--- config.mk ---
export PLATFORM = sky130hd
export DESIGN_NAME = traffic_phase_scheduler_flat
export DESIGN_NICKNAME = d
export VERILOG_FILES = /design/src/rtl/traffic_phase_scheduler_if.sv /design/src/rtl/traffic_phase_scheduler.sv /design/src/flat_wrapper.sv
export SDC_FILE = /design/constraint.sdc
export NUM_CORES = 1
export LEC_CHECK = 0
export BUFFER_PORTS_ARGS = -buffer_cell sky130_fd_sc_hd__buf_2
export CORE_MARGIN = 2
export CORE_UTILIZATION = 30
export DETAILED_ROUTE_END_ITERATION = 8
export PLACE_DENSITY_LB_ADDON = 0.15
export RECOVER_POWER = 100
export SLEW_MARGIN = 20
export SYNTH_ARGS = -nofsm -noshare
export SYNTH_HDL_FRONTEND = slang
export SYNTH_SLANG_ARGS = --single-unit
--- constraint.sdc ---
create_clock -name clk -period 1.5 [get_ports clk]
set_input_delay 0.225 -clock clk [delete_from_list [all_inputs] [get_ports clk]]
set_output_delay 0.225 -clock clk [all_outputs]
set_load 0.005 [all_outputs]
--- src/rtl/traffic_phase_scheduler_if.sv ---
// Request inputs and lamp/phase outputs of the traffic phase scheduler.
// The master side drives requests; the slave side (the scheduler) drives lamps.
interface traffic_phase_scheduler_if;
    logic       side_req;
    logic       ped_req;
    logic       emg_req;
    logic [2:0] light_main;
    logic [2:0] light_side;
    logic       walk;
    logic [2:0] phase;

    modport master (
        output side_req, ped_req, emg_req,
        input  light_main, light_side, walk, phase
    );

    modport slave (
        input  side_req, ped_req, emg_req,
        output light_main, light_side, walk, phase
    );
endinterface

--- src/rtl/traffic_phase_scheduler.sv ---
// Main/side road intersection controller with pedestrian walk and emergency preempt.
// Lamps and phase are registered copies of the decoded next state, so they always match the state register.
module traffic_phase_scheduler #(
    parameter int T_MIN_GREEN  = 4,
    parameter int T_YELLOW     = 3,
    parameter int T_ALLRED     = 1,
    parameter int T_SIDE_GREEN = 6,
    parameter int T_PED        = 5
) (
    input  logic                       clk,
    input  logic                       rst,
    traffic_phase_scheduler_if.slave   bus
);
    localparam int T_MAX_A = (T_MIN_GREEN > T_YELLOW) ? T_MIN_GREEN : T_YELLOW;
    localparam int T_MAX_B = (T_ALLRED > T_SIDE_GREEN) ? T_ALLRED : T_SIDE_GREEN;
    localparam int T_MAX_C = (T_MAX_A > T_MAX_B) ? T_MAX_A : T_MAX_B;
    localparam int T_MAX   = (T_MAX_C > T_PED) ? T_MAX_C : T_PED;
    localparam int TW      = $clog2(T_MAX + 2);

    localparam logic [TW-1:0] C_MG = TW'(T_MIN_GREEN - 1);
    localparam logic [TW-1:0] C_Y  = TW'(T_YELLOW - 1);
    localparam logic [TW-1:0] C_AR = TW'(T_ALLRED - 1);
    localparam logic [TW-1:0] C_SG = TW'(T_SIDE_GREEN - 1);
    localparam logic [TW-1:0] C_PD = TW'(T_PED - 1);

    typedef enum logic [2:0] {
        MAIN_GREEN  = 3'd0,
        MAIN_YELLOW = 3'd1,
        ALLRED_X    = 3'd2,
        SIDE_GREEN  = 3'd3,
        SIDE_YELLOW = 3'd4,
        ALLRED_M    = 3'd5,
        PED_WALK    = 3'd6
    } state_t;

    state_t          r_state;
    state_t          w_next;
    logic [TW-1:0]   r_timer;
    logic [TW-1:0]   w_timer_next;
    logic            r_side_pend;
    logic            r_ped_pend;
    logic            w_side_pend_next;
    logic            w_ped_pend_next;
    logic [2:0]      r_light_main;
    logic [2:0]      r_light_side;
    logic            r_walk;
    logic [2:0]      r_phase;

    function automatic logic [2:0] decode_main(input state_t s);
        case (s)
            MAIN_GREEN:  decode_main = 3'b001;
            MAIN_YELLOW: decode_main = 3'b010;
            default:     decode_main = 3'b100;
        endcase
    endfunction

    function automatic logic [2:0] decode_side(input state_t s);
        case (s)
            SIDE_GREEN:  decode_side = 3'b001;
            SIDE_YELLOW: decode_side = 3'b010;
            default:     decode_side = 3'b100;
        endcase
    endfunction

    // Next-state selection, dwell timer and request latch updates.
    always_comb begin
        w_next = r_state;
        case (r_state)
            MAIN_GREEN: begin
                if ((r_side_pend || r_ped_pend) && (r_timer >= C_MG) && !bus.emg_req) begin
                    w_next = MAIN_YELLOW;
                end else begin
                    w_next = MAIN_GREEN;
                end
            end
            MAIN_YELLOW: begin
                if (r_timer >= C_Y) w_next = ALLRED_X;
                else                w_next = MAIN_YELLOW;
            end
            ALLRED_X: begin
                // Preempt returns to main green without consuming pending requests.
                if (r_timer >= C_AR) begin
                    if (bus.emg_req)     w_next = MAIN_GREEN;
                    else if (r_ped_pend) w_next = PED_WALK;
                    else                 w_next = SIDE_GREEN;
                end else begin
                    w_next = ALLRED_X;
                end
            end
            SIDE_GREEN: begin
                if (bus.emg_req || (r_timer >= C_SG)) w_next = SIDE_YELLOW;
                else                                  w_next = SIDE_GREEN;
            end
            SIDE_YELLOW: begin
                if (r_timer >= C_Y) w_next = ALLRED_M;
                else                w_next = SIDE_YELLOW;
            end
            PED_WALK: begin
                if (bus.emg_req || (r_timer >= C_PD)) w_next = ALLRED_M;
                else                                  w_next = PED_WALK;
            end
            ALLRED_M: begin
                if (r_timer >= C_AR) w_next = MAIN_GREEN;
                else                 w_next = ALLRED_M;
            end
            default: w_next = MAIN_GREEN;
        endcase

        if (w_next != r_state)            w_timer_next = {TW{1'b0}};
        else if (r_timer != {TW{1'b1}})   w_timer_next = r_timer + {{(TW-1){1'b0}}, 1'b1};
        else                              w_timer_next = r_timer;

        if ((w_next == SIDE_GREEN) && (r_state != SIDE_GREEN)) w_side_pend_next = 1'b0;
        else                                                   w_side_pend_next = r_side_pend | bus.side_req;

        if ((w_next == PED_WALK) && (r_state != PED_WALK)) w_ped_pend_next = 1'b0;
        else                                               w_ped_pend_next = r_ped_pend | bus.ped_req;
    end

    // State, timer, latches and registered lamp decode.
    always_ff @(posedge clk) begin
        if (rst) begin
            r_state      <= MAIN_GREEN;
            r_timer      <= {TW{1'b0}};
            r_side_pend  <= 1'b0;
            r_ped_pend   <= 1'b0;
            r_light_main <= 3'b001;
            r_light_side <= 3'b100;
            r_walk       <= 1'b0;
            r_phase      <= 3'd0;
        end else begin
            r_state      <= w_next;
            r_timer      <= w_timer_next;
            r_side_pend  <= w_side_pend_next;
            r_ped_pend   <= w_ped_pend_next;
            r_light_main <= decode_main(w_next);
            r_light_side <= decode_side(w_next);
            r_walk       <= (w_next == PED_WALK);
            r_phase      <= w_next;
        end
    end

    assign bus.light_main = r_light_main;
    assign bus.light_side = r_light_side;
    assign bus.walk       = r_walk;
    assign bus.phase      = r_phase;
endmodule

--- src/flat_wrapper.sv ---
// flat-port wrapper written by rule: the top's interface ports become plain ports
module traffic_phase_scheduler_flat 
#(
    parameter int T_MIN_GREEN  = 4,
    parameter int T_YELLOW     = 3,
    parameter int T_ALLRED     = 1,
    parameter int T_SIDE_GREEN = 6,
    parameter int T_PED        = 5
)
  (clk, rst, bus_side_req, bus_ped_req, bus_emg_req, bus_light_main, bus_light_side, bus_walk, bus_phase);
  traffic_phase_scheduler_if bus_i ();
  input  logic clk;
  input  logic rst;
  input wire logic [$bits(bus_i.side_req)-1:0] bus_side_req;
  input wire logic [$bits(bus_i.ped_req)-1:0] bus_ped_req;
  input wire logic [$bits(bus_i.emg_req)-1:0] bus_emg_req;
  output wire logic [$bits(bus_i.light_main)-1:0] bus_light_main;
  output wire logic [$bits(bus_i.light_side)-1:0] bus_light_side;
  output wire logic [$bits(bus_i.walk)-1:0] bus_walk;
  output wire logic [$bits(bus_i.phase)-1:0] bus_phase;
  assign bus_i.side_req = bus_side_req;
  assign bus_i.ped_req = bus_ped_req;
  assign bus_i.emg_req = bus_emg_req;
  assign bus_light_main = bus_i.light_main;
  assign bus_light_side = bus_i.light_side;
  assign bus_walk = bus_i.walk;
  assign bus_phase = bus_i.phase;
  traffic_phase_scheduler #(.T_MIN_GREEN(T_MIN_GREEN), .T_YELLOW(T_YELLOW), .T_ALLRED(T_ALLRED), .T_SIDE_GREEN(T_SIDE_GREEN), .T_PED(T_PED)) u_core (.clk(clk), .rst(rst), .bus(bus_i));
endmodule
**Word-level counts from Yosys, hierarchy flattened**

Cells that the tools add are included.

- Bits in registers: 15
- Bits in latches: 0
- Bits in read-only memories: 0
- RAM bits: 0
- Memories: 0

- Multipliers: 0
- Add/sub/neg operators: 1
- Equality and inequality tests: 14
- Bitwise gates (word level): 2
- Muxes and demuxes: 12
- Reductions and logical operators: 13
- Div/mod/pow operators: 0
- $lt $le $gt $ge: 5
- Shift operators: 0

Operator list:

| kind | count |
|---|---|
| 3-bit case mux with 7 select lines | 1 |
| 3-bit equality test (second input constant) | 5 |
| 3-bit two-way mux | 5 |
| 3-bit case mux with 2 select lines | 2 |
| 3-bit by 2-bit equality test with 1-bit output (second input constant) | 3 |
| 3-bit by 1-bit equality test with 1-bit output (second input constant) | 2 |
| 3-bit by 2-bit greater-or-equal comparator with 1-bit output (second input constant) | 2 |
| 3-bit greater-or-equal comparator (second input constant) | 2 |
| 3-bit zero test | 2 |
| 3-bit != test (second input constant) | 2 |
| 2-bit OR reduction | 3 |
| 1-bit logical AND | 4 |
| 2-bit two-way mux | 2 |
| 3-bit by 1-bit adder with 3-bit output (second input constant) | 1 |
| 3-bit by 1-bit greater-or-equal comparator with 1-bit output (second input constant) | 1 |
| 1-bit logical OR | 3 |
| 3-bit by 2-bit != test with 1-bit output (second input constant) | 1 |
| 3-bit != test | 1 |
| 1-bit two-way mux | 2 |
| 1-bit bitwise OR | 2 |
| 1-bit zero test | 1 |

**Depth between registers and ports, before layout**

- Depth in word-level cells: 8
- Gate-level depth with buffers: 8

**Worst setup path before layout**

OpenSTA, ideal clock, no wires.

- Path type: register to register
- Start point: register u_core.r_timer[1]
- End point: register u_core.r_light_side[1], in the netlist u_core.bus.light_side[1]
- Data arrival time: 1.567 ns
- Period minus slack after synthesis: 1.683 ns
- Path slack: -0.183 ns
- Stages on the path, launching flop included: 8
- Library setup time: 0.115 ns
- Cells stage by stage: dfxtp_1 inv_1 ha_1 nor4_1 nor4_2 nor3_4 nor2_2 and3_1

- Cells in the longest elaborated chain, start to end: 7
- Elaborated cells between the ends (all ways): 20
- Those cells by class: order compare: 5; eq/ne: 2; mux: 9; reduce/logical: 4

RTL lines:

| element | line | RTL |
|---|---|---|
| start: declaration | traffic_phase_scheduler.sv:38 | `logic [TW-1:0] r_timer;` |
| start signal: assignment | traffic_phase_scheduler.sv:124 | `r_timer <= {TW{1'b0}};` |
| start signal: assignment | traffic_phase_scheduler.sv:133 | `r_timer <= w_timer_next;` |
| 3-bit by 2-bit greater-or-equal comparator with 1-bit output | traffic_phase_scheduler.sv:70 | `if ((r_side_pend \|\| r_ped_pend) && (r_timer >= C_MG) && !bus.emg_req) begin` |
| 1-bit logical AND (2 in series) | traffic_phase_scheduler.sv:70 |  |
| 1-bit two-way mux | traffic_phase_scheduler.sv:70 |  |
| 3-bit case mux with 7 select lines (*) | traffic_phase_scheduler.sv:68 | `case (r_state)` |
| 3-bit equality test / 3-bit by 2-bit equality test with 1-bit output (equally long branches) | traffic_phase_scheduler.sv:58 | `case (s)` |
| 3-bit case mux with 2 select lines (*) | traffic_phase_scheduler.sv:58 |  |
| end signal: assignment | traffic_phase_scheduler.sv:137 | `r_light_side <= decode_side(w_next);` |
| end: declaration | traffic_phase_scheduler.sv:45 | `logic [2:0] r_light_side;` |

Every way passes the cells marked *; elsewhere a longest branch is shown, timed or not.
A chain may end at the register's enable or synchronous reset.

**Final worst setup path**

- Start point: register u_core.r_timer[0]
- End point: register u_core.r_light_side[2], in the netlist u_core.bus.light_side[2]

The elaborated chain is that of the path after synthesis.

==> flow_results.org <==
** Logic synthesis
- Combined area of all synthesized cells :: 838 um2
- The cell count after synthesis came out at 96.
- Post-Syn Area per Cell :: 8.73 um2
- For this run, the leading register cell type out of synthesis is sky130_fd_sc_hd__dfxtp_1.
- Sequential cells were found to cover 35.8% of the synthesized design area.
- Async set or reset register ratio after synthesis :: 0%
- Yosys top cell area share :: 35.8%
- After synthesis, the netlist uses 41 different library cells.
- Leading cell types by total area after synthesis :: sky130_fd_sc_hd__dfxtp_1, sky130_fd_sc_hd__ha_1, sky130_fd_sc_hd__nor2_1
- Yosys mapped a number of flops with a built-in enable equal to 0.
- Synthesis warning total :: 0
- In this run, synthesis produced a sequential element count of 15.
- The number of nets handed over by synthesis was 105.
- sky130_fd_sc_hd__dfxtp_1 takes more of the synthesized area than any other cell.

** Power and ir drop
- For this design the static power due to leakage is 0.529 nW.
- Switch share :: 38.0%
- The clock network is responsible for 15.6% of the overall power.
- The share of total power dissipated in combinational logic is 49.8%.
- For this design the ratio of total power to cell area is 1230 nW/um2.
- The design draws 1.59 mW.
- Sequential cells burn 34.6% of the power.
- Net switching power :: 604 uW
- VDD sags by at most 815 uV.
- Internal power comes to 987 uW.

** Clocking
- The longest clock path from root to sink contains 2 buffers.
- CTS placed an instance of sky130_fd_sc_hd__clkbuf_4 at the clock tree root.
- Clock edge transition at the registers on the reported setup and hold paths :: 0.11 ns
- Clock tree from TritonCTS :: built
- CTS built an H-tree with a depth of 1.
- Clk_lat worst skew :: 0.29 ns
- Sink count of the clock tree :: 15
- TritonCTS created 3 clock buffers.

** Floorplanning
- The die is 56.9 um wide.
- In this run the core area contains 19 standard-cell rows.
- Initial core utilization :: 30.9%
- Floorplan die area :: 3230 um2
- IO Count :: 15
- In this run the vertical extent of the chip is 56.9 um.
- Area of the core region :: 2710 um2

** GRT
- Entering global routing, the biggest net connects 12 pins.
- In the global route stage, overall resource usage came out at 15.6%.
- The total overflow left after global routing is 0.
- The first global-routing pass estimated 3840 um of wire.
- The number of antenna violations at the first check in global routing came to 0.
- Via count of the first global-routing pass :: 817

** Critical path
- STA puts the critical path data required time at 1.68 ns.
- The critical path is of the flip-flop to flip-flop type.
- The largest single stage delay on the critical path is 0.39 ns.
- Traced cell by cell, the critical path runs through ha_4 -> ha_4 -> a211o_1 -> o2111ai_2 -> and3_4 -> and2_4 -> a31oi_1.
- Data arrives at the worst endpoint at 1.82 ns.
- STA classifies the critical path startpoint as a flip-flop.
- Worst path most repeated cell :: sky130_fd_sc_hd__ha_4
- Worst-path fanout max :: 5
- Across all register-to-register paths, the minimum setup slack is -0.14 ns.
- Among all stages on the critical path, the largest delay is contributed by sky130_fd_sc_hd__dfxtp_4.
- Kind of end point of the critical path :: flip-flop

** STA
- Setup TNS Final :: -0.879 ns
- Setup slack on the critical path of the routed design comes to -0.140 ns.
- Skew final :: 0.00876 ns
- The worst pin sits at a relative slew slack of 69.3%.
- Hold is met by 0.181 ns.
- At the pin with the least slew margin, the transition time is 0.458 ns.
- The worst path uses 109% of the clock period.
- Static timing analysis puts the maximum clock frequency at 610 MHz.
- RSZ-0062 raised after global routing :: true
- The count of final max-slew check failures came to 0.
- Counting I/O delays and the setup requirement, the final critical path takes 1.64 ns.
- Final hold violations :: 0
- Setup violations remaining at the end of the flow were counted as 8.

** Routing
- DRT Pass-1 Iters :: 4
- Iter 0 DRT Violations :: 8
- Average detailed-routed wire length per instance :: 13.8 um
- Vias :: 863
- Total Routed Length :: 2310 um
- Antenna Violating Nets Remaining :: 0
- After detailed routing, the number of vias per cell comes to 5.14.
- After detailed routing, the number of remaining DRC violations is 0.

** Cells and area
- The finished cells cover 1290 um2.
- Share of final-layout standard cells stronger than drive strength 1 :: 51.8%
- The number of antenna diodes in the final layout is 0.
- Utilization of the core after routing :: 47.7%
- The area growth from synthesis to layout is 54.2%.
- For this run, the post-layout net count is 147.
- The library cell used most frequently in the layout, excluding fill and tap cells, is sky130_fd_sc_hd__buf_4.
- Leaving out fill and tap cells, the most frequent cells in the layout are sky130_fd_sc_hd__buf_4, sky130_fd_sc_hd__nor2_1, sky130_fd_sc_hd__buf_2.
- Post-route non-filler standard cell count :: 168

** Placement
- Cell area after placement :: 1160 um2
- Placer Congestion :: 0.755
- OpenSTA, run right after detailed placement, puts the worst setup slack at -0.152 ns.
- After detailed placement, the design holds a cell count of 159.
- Input and output buffers added on the ports amount to 14.
- After legalization and detailed placement, the total HPWL measured 1650 um.

** Flow run
- MaxCap Viol Count :: 0

** Min path
- In this run the worst hold path is classified as input pin to flip-flop.

** Run status
- Status :: finished, violations left
- Violations in the final reports :: setup timing
logic make-up after synthesis:
logic type	after synthesis	synth area share, %
adders and majority gates	4	5.97
xor gates and xnor gates	1	1.04
DFF	15	35.8
AOI/OAI and AO/OA	25	20.4
and+or+nand+nor	44	32.7
buffers and inverters	7	4.03
metal layers:
layer / share of wire (%) / global-route usage [%]
met1: 43 / 17.1
met2: 49 / 26.9
met3: 4.6 / 4.84
met4: 3.5 / 7.97
met5: 0 / 0
critical path, delay by kind of cell (launching register included):
kind,cells,cell delay [ns]
AO/OA/AOI/OAI,3,0.42
AND/OR/NAND/NOR,2,0.41
flip-flops,1,0.39
adder cells (fa/ha/maj),2,0.31
state kept, by name, summed over array words and instances, names as in the netlist:
signal / cells
u_core.bus.light_side: 3
u_core.bus.walk: 1
u_core.r_timer: 3
u_core.bus.phase: 3
u_core.bus.light_main: 3
u_core.r_side_pend: 1
u_core.r_ped_pend: 1
power groups by stage:
stage          logic [mW]  registers (mW)  clock network, mW
6_report            0.793           0.550              0.247
5_1_grt             0.866           0.564              0.278
4_1_cts             0.729           0.544              0.260
3_5_place_dp        0.632           0.558                  0
3_3_place_gp        0.626           0.554                  0
2_1_floorplan       0.365           0.566                  0
synth_stat cells, types with 2 or more instances:
master                     number
sky130_fd_sc_hd__nor4_1         2
sky130_fd_sc_hd__nor2_1        12
sky130_fd_sc_hd__buf_2          3
sky130_fd_sc_hd__nand2b_1       2
sky130_fd_sc_hd__inv_1          2
sky130_fd_sc_hd__o21a_1         3
sky130_fd_sc_hd__dfxtp_1       15
sky130_fd_sc_hd__o21ai_0        3
sky130_fd_sc_hd__ha_1           4
sky130_fd_sc_hd__a31oi_1        2
sky130_fd_sc_hd__nor2b_1        2
sky130_fd_sc_hd__and3_1         2
sky130_fd_sc_hd__nand2_1        5
sky130_fd_sc_hd__a211oi_1       2
sky130_fd_sc_hd__nor3_1         5
sky130_fd_sc_hd__a21oi_1        7
worst paths after layout:
| check | from | to | depth (start not counted) |
|---|---|---|---|
| hold reg to reg | u_core.r_side_pend | u_core.r_side_pend | 2 |
| hold / removal | bus_side_req | u_core.r_side_pend | 3 |
| setup reg to reg | u_core.r_timer[0] | u_core.bus.light_side[2] | 7 |
| setup / recovery | u_core.r_timer[0] | u_core.bus.light_side[2] | 7 |
cell type report:
type,instances,area (um2)
multi-input cells,74,631
inverters,2,10.0
clock buffers,3,22.5
flip-flops and latches,15,312
repair buffers,42,274
well taps,31,38.8
fillers,278,1420
clock inverters,1,5.00
repair_timing:
action | 4_1_cts | 5_1_grt
setup buffers | 3 | 2
pin swaps | 6 | 8
hold buffers | 0 | 0
resized for setup | 7 | 10
endpoints found under the setup margin | 12 | 12
No activity file was read; power rests on OpenSTA's default activity.
